--- config.mk ---
export PLATFORM = sky130hd
export DESIGN_NAME = subtractor_32bits_serial
export DESIGN_NICKNAME = d
export VERILOG_FILES = /design/src/rtl/subtractor_32bits_serial.sv
export SDC_FILE = /design/constraint.sdc
export NUM_CORES = 1
export LEC_CHECK = 0
export CAP_MARGIN = 30
export CORE_MARGIN = 3
export CORE_UTILIZATION = 55
export DETAILED_ROUTE_END_ITERATION = 12
export PLACE_DENSITY = 0.86
export SYNTH_ARGS = -nofsm -noshare
export SYNTH_HDL_FRONTEND = slang
export SYNTH_SLANG_ARGS = --single-unit
--- constraint.sdc ---
create_clock -name clk -period 5.85 [get_ports clk]
set_clock_uncertainty 0.05 [all_clocks]
set_input_delay 0.585 -clock clk [delete_from_list [all_inputs] [get_ports clk]]
set_output_delay 0.585 -clock clk [all_outputs]
set_load 0.01 [all_outputs]
--- src/rtl/subtractor_32bits_serial.sv ---
// Digit-serial subtractor: computes a - b - bi one SLICE-bit digit per cycle, LSB first,
// with a registered borrow rippling between digits. Also reports borrow-out and signed overflow.
module subtractor_32bits_serial #(
    parameter int unsigned WIDTH = 32,
    parameter int unsigned SLICE = 4
) (
    input  logic             clk,
    input  logic             rst_n,
    input  logic             start,
    input  logic [WIDTH-1:0] a,
    input  logic [WIDTH-1:0] b,
    input  logic             bi,
    output logic             busy,
    output logic             done,
    output logic [WIDTH-1:0] d,
    output logic             bo,
    output logic             v
);

    localparam int unsigned NSLICE = WIDTH / SLICE;
    localparam int unsigned CW     = (NSLICE > 1) ? $clog2(NSLICE) : 1;
    localparam logic [CW-1:0] LastCnt = CW'(NSLICE - 1);

    localparam logic [1:0] StIdle = 2'd0;
    localparam logic [1:0] StRun  = 2'd1;
    localparam logic [1:0] StDone = 2'd2;

    logic [1:0]       state_q, state_d;
    logic [WIDTH-1:0] a_q, a_d;
    logic [WIDTH-1:0] b_q, b_d;
    logic             borrow_q, borrow_d;
    logic [CW-1:0]    cnt_q, cnt_d;
    logic [WIDTH-1:0] d_q, d_d;
    logic             bo_q, bo_d;
    logic             v_q, v_d;

    logic [31:0]      base;
    logic [SLICE:0]   digit;

    // Bit SLICE of the extended difference is the digit's borrow-out.
    always_comb begin
        base  = 32'(cnt_q) * SLICE;
        digit = {1'b0, a_q[base +: SLICE]} - {1'b0, b_q[base +: SLICE]}
                - {{SLICE{1'b0}}, borrow_q};
    end

    always_comb begin
        state_d  = state_q;
        a_d      = a_q;
        b_d      = b_q;
        borrow_d = borrow_q;
        cnt_d    = cnt_q;
        d_d      = d_q;
        bo_d     = bo_q;
        v_d      = v_q;
        case (state_q)
            StIdle, StDone: begin
                state_d = StIdle;
                if (start) begin
                    state_d  = StRun;
                    a_d      = a;
                    b_d      = b;
                    borrow_d = bi;
                    cnt_d    = '0;
                end
            end
            StRun: begin
                d_d[base +: SLICE] = digit[SLICE-1:0];
                borrow_d           = digit[SLICE];
                cnt_d              = cnt_q + 1'b1;
                if (cnt_q == LastCnt) begin
                    // Top digit's MSB is the new sign bit of d.
                    bo_d    = digit[SLICE];
                    v_d     = (a_q[WIDTH-1] ^ b_q[WIDTH-1]) & (digit[SLICE-1] ^ a_q[WIDTH-1]);
                    cnt_d   = '0;
                    state_d = StDone;
                end
            end
            default: state_d = StIdle;
        endcase
    end

    always_ff @(posedge clk or negedge rst_n) begin
        if (!rst_n) begin
            state_q  <= StIdle;
            a_q      <= '0;
            b_q      <= '0;
            borrow_q <= 1'b0;
            cnt_q    <= '0;
            d_q      <= '0;
            bo_q     <= 1'b0;
            v_q      <= 1'b0;
        end else begin
            state_q  <= state_d;
            a_q      <= a_d;
            b_q      <= b_d;
            borrow_q <= borrow_d;
            cnt_q    <= cnt_d;
            d_q      <= d_d;
            bo_q     <= bo_d;
            v_q      <= v_d;
        end
    end

    assign busy = (state_q == StRun);
    assign done = (state_q == StDone);
    assign d    = d_q;
    assign bo   = bo_q;
    assign v    = v_q;

endmodule

==> PnR_summary.wiki <==
{| class="wikitable"
! Metric !! Value
|-
| Unrepaired setup endpoints after global routing || no
|-
| Share of synthesized cell area in and, or, nand and nor gates || a little over 7%
|-
| Share of the synthesized area in compound gates (AO/OA/AOI/OAI) || approximately 3.3%
|-
| Weighted congestion at the end of routability-driven global placement || about 0.77
|-
| Wire length after detailed routing || approximately 9.8 mm
|-
| DRT Pass-1 Iters || 4
|-
| Layout Cells excl Fill || 555
|-
| Synth Area in XOR/XNOR || less than 1%
|-
| Min Tclk post-route || around 3.2 ns
|-
| Drc violations || 0
|-
| Worst hold path class || in -> async
|-
| Die ar. || around 0.01 mm^2
|-
| Ratio of cells with drive above 1 in the final layout || between 20 and 30%
|-
| Final critical-path share of the clock period || a little under three fifths
|-
| Mean Syn Cell Area || between 10 and 15 um^2
|-
| CP max-delay cell || dfrtp_1
|-
| Via count of the first global-routing pass || around 3400
|-
| Clock latency on the worst-skew pair || around 0.36 ns
|-
| Combined global-route utilization of all metal layers || a little over a fifth
|-
| Seq/Total Area, Yosys || a little over half
|-
| Post-CTS sizing || 0
|-
| Post-synth top area share || a little over half
|-
| Endpoint class of the critical path || flip-flop
|-
| Crit Path Max Fanout || 20
|-
| Setup TNS || 0 ns
|-
| Average wire per cell in the routed design || approximately 18 um
|-
| Overall via count from detail_route || about 3100
|-
| First-pass GRT wire length || between 15 and 20 mm
|-
| Count of inserted antenna diode cells || 0
|-
| Number of antenna-violating nets in the routed design || 0
|-
| Most frequently used flop master after synthesis || dfrtp_1
|-
| Library cell used as clock root buffer || clkbuf_8
|-
| Leading post-synthesis cells by cell area || dfrtp_1, mux2_2, mux4_2
|-
| Startpoint kind of the worst setup timing path || flip-flop
|-
| Critical Path Max Stage Delay || approximately 0.9 ns
|-
| Slew margin rel. || between 40 and 50%
|-
| Clock slew at the register clock pins of the worst setup and hold paths || approximately 0.090 ns
|-
| Detailed Place HPWL || 7.32 mm
|-
| LEAKAGE || ~2.5 nW
|-
| Total I/O pin count || approximately 100
|-
| Remaining Overflow, GRT || 0
|-
| Most used cell along the critical path || fa_1
|-
| Number of DRC markers after the initial detailed-route iteration || slightly below 100
|-
| Pin count of the biggest net entering global routing || 69
|-
| Worst slack after detailed placement || 2.69 ns
|-
| Mux share of post-synthesis cell area || 28.5%
|-
| Area overhead of the layout relative to synthesis || 27.5%
|-
| Post-Syn Nets || ~420
|-
| Longest Clk Path Bufs || 2
|-
| Number of flops mapped to enable cells by yosys || 0
|-
| Number of warnings issued by yosys || 0
|-
| Clock tree from TritonCTS || built
|-
| Filler cell count || 550
|-
| Most area-hungry cell type in the Yosys netlist || dfrtp_1
|-
| Fmax || around 310 MHz
|-
| Die outline height || 98.9 um
|-
| TritonCTS buffer count || 9
|-
| Main combinational cell family by area after synthesis || multiplexers
|-
| Yosys cell types || 38
|-
| Post-CTS Hold Fix Bufs || 0
|-
| Worst EP required || approximately 6.1 ns
|-
| Most numerous cell in the Yosys netlist || dfrtp_1
|-
| Type of the setup path with the least slack || reg -> reg
|-
| Deepest level of the CTS H-tree || 3
|-
| Result of the run || complete, no violations
|-
| Synth Register Bits || ~100
|-
| Cell types with the highest counts after synthesis || dfrtp_1, mux2_2, nand2_1
|-
| Power per cell area || approximately 640 mW/mm^2
|-
| Post-Synthesis Cells || roughly 340
|-
| Slew at the pin closest to its max-slew limit || between 0.8 and 0.9 ns
|-
| Post-Syn Area || ~0.0047 mm^2
|-
| Floorplan core area || a little over 0.008 mm^2
|-
| DR vias/cell || 5.63
|-
| Clk sink count || about 100
|-
| Die width || around 99 um
|-
| Rows || 33
|-
| Number of buffers added on ports || 103
|-
| Proportion of register bits with asynchronous set or reset after synthesis || 100%
|-
| Max cap viols || 0
|-
| Placed Instances || around 540
|-
| Signal arrival time at the worst endpoint || between 3 and 4 ns
|-
| Count of final hold-check violations || 0
|-
| Crit path cell chain || mux4_2 -> mux2i_1 -> fa_1 -> inv_1 -> fa_1 -> xor2_1 -> nor2_1 -> mux2_2
|-
| Initial antenna violation count || 0
|-
| Arithmetic-cell share of the synthesized area counting full adders, half adders and majority gates || under 10%
|-
| Worst IR drop on VDD || 0.517 mV
|-
| Pins Over Slew Limit || 0
|-
| Post-CTS setup buffer count || 0
|-
| PnR worst setup slack || between 2 and 3 ns
|-
| Count of nets after finishing || 523
|-
| Initial Utilization || around 57%
|-
| Count of final setup violators || 0
|}
flip-flops by register name, summed over array words and instances, names as in the netlist:
register  flops
b_q          32
bo            1
d            32
v             1
a_q          32
cnt_q         3
state_q       2
borrow_q      1
critical path, delay by kind of cell (launching register included):
| family | cells | cell delay [ns] |
|---|---|---|
| simple gates | 1 | 0.13 |
| flops | 1 | 0.89 |
| buf+inv | 1 | 0.06 |
| mux | 3 | 1.00 |
| xor+xnor | 1 | 0.29 |
| fa+ha+maj | 2 | 0.67 |
logic make-up after synthesis:
group,Yosys count
muxes,107
DFF,104
and+or+nand+nor,69
buffers and inverters,27
AOI/OAI and AO/OA,23
adders and majority gates,10
xor gates and xnor gates,3
worst paths after layout:
check,startpoint,end,slack [ns],depth (start not counted)
min,rst_n,d[4]$_DFFE_PN0P_,0.18,1
min in group clk,d[28]$_DFFE_PN0P_,d[28]$_DFFE_PN0P_,0.44,2
max in group asynchronous,rst_n,a_q[19]$_DFFE_PN0P_,4.47,2
max reg2reg,cnt_q[1]$_DFFE_PN0P_,d[22]$_DFFE_PN0P_,2.63,8
max,cnt_q[1]$_DFFE_PN0P_,d[22]$_DFFE_PN0P_,2.63,8
min reg2reg,d[28]$_DFFE_PN0P_,d[28]$_DFFE_PN0P_,0.44,2
placed cells by master, fill, tap and decap left out, types with 2 or more instances in the layout:
master,count
a211oi_1,2
a21oi_1,4
buf_4,4
clkbuf_1,2
clkbuf_8,9
clkdlybuf4s50_1,102
clkinvlp_4,3
dfrtp_1,104
fa_1,2
ha_1,8
inv_1,10
inv_2,2
mux2_2,85
mux2i_1,8
mux4_2,14
nand2_1,30
nand2b_1,4
nand3_1,9
nor2_1,10
nor2b_1,3
nor3_1,5
nor3b_1,2
o21ai_0,9
o31ai_1,2
stage by stage:
stage / util, % / power [mW] / area (um^2) / hold WS, ns
CTS: 72.9 / 3.90 / 6050 / 0.202
global placement: 70.7 / 3.36 / 5860 / 0.404
floorplan: - / 2.77 / 4750 / 0.239
detailed placement: 70.7 / 3.46 / 5860 / 0.417
finish: 72.9 / 3.87 / 6050 / 0.178
global route: 72.9 / 4.17 / 6050 / 0.229
final cells by class:
cell class,instances,area (um^2),area share (%)
clock inverter,5,57.6,0.951
tap,105,131,2.17
multi-input combinational,212,2030,33.6
sequential,104,2600,43.0
clock buffer,11,131,2.17
inverter,12,45.0,0.744
timing repair buffer,106,1050,17.4
where the power goes:
part | internal, mW | switching [mW]
clock network | 0.198 | 0.239
registers | 1.07 | 0.230
logic | 1.07 | 1.06
metal layers:
layer	GRT usage, %	routed length (um)
met2	36.6	5050
met3	3.96	512
met1	27.4	4060
met5	0	0
met4	6.72	150
Note: power is estimated with default switching activity, not from simulation.
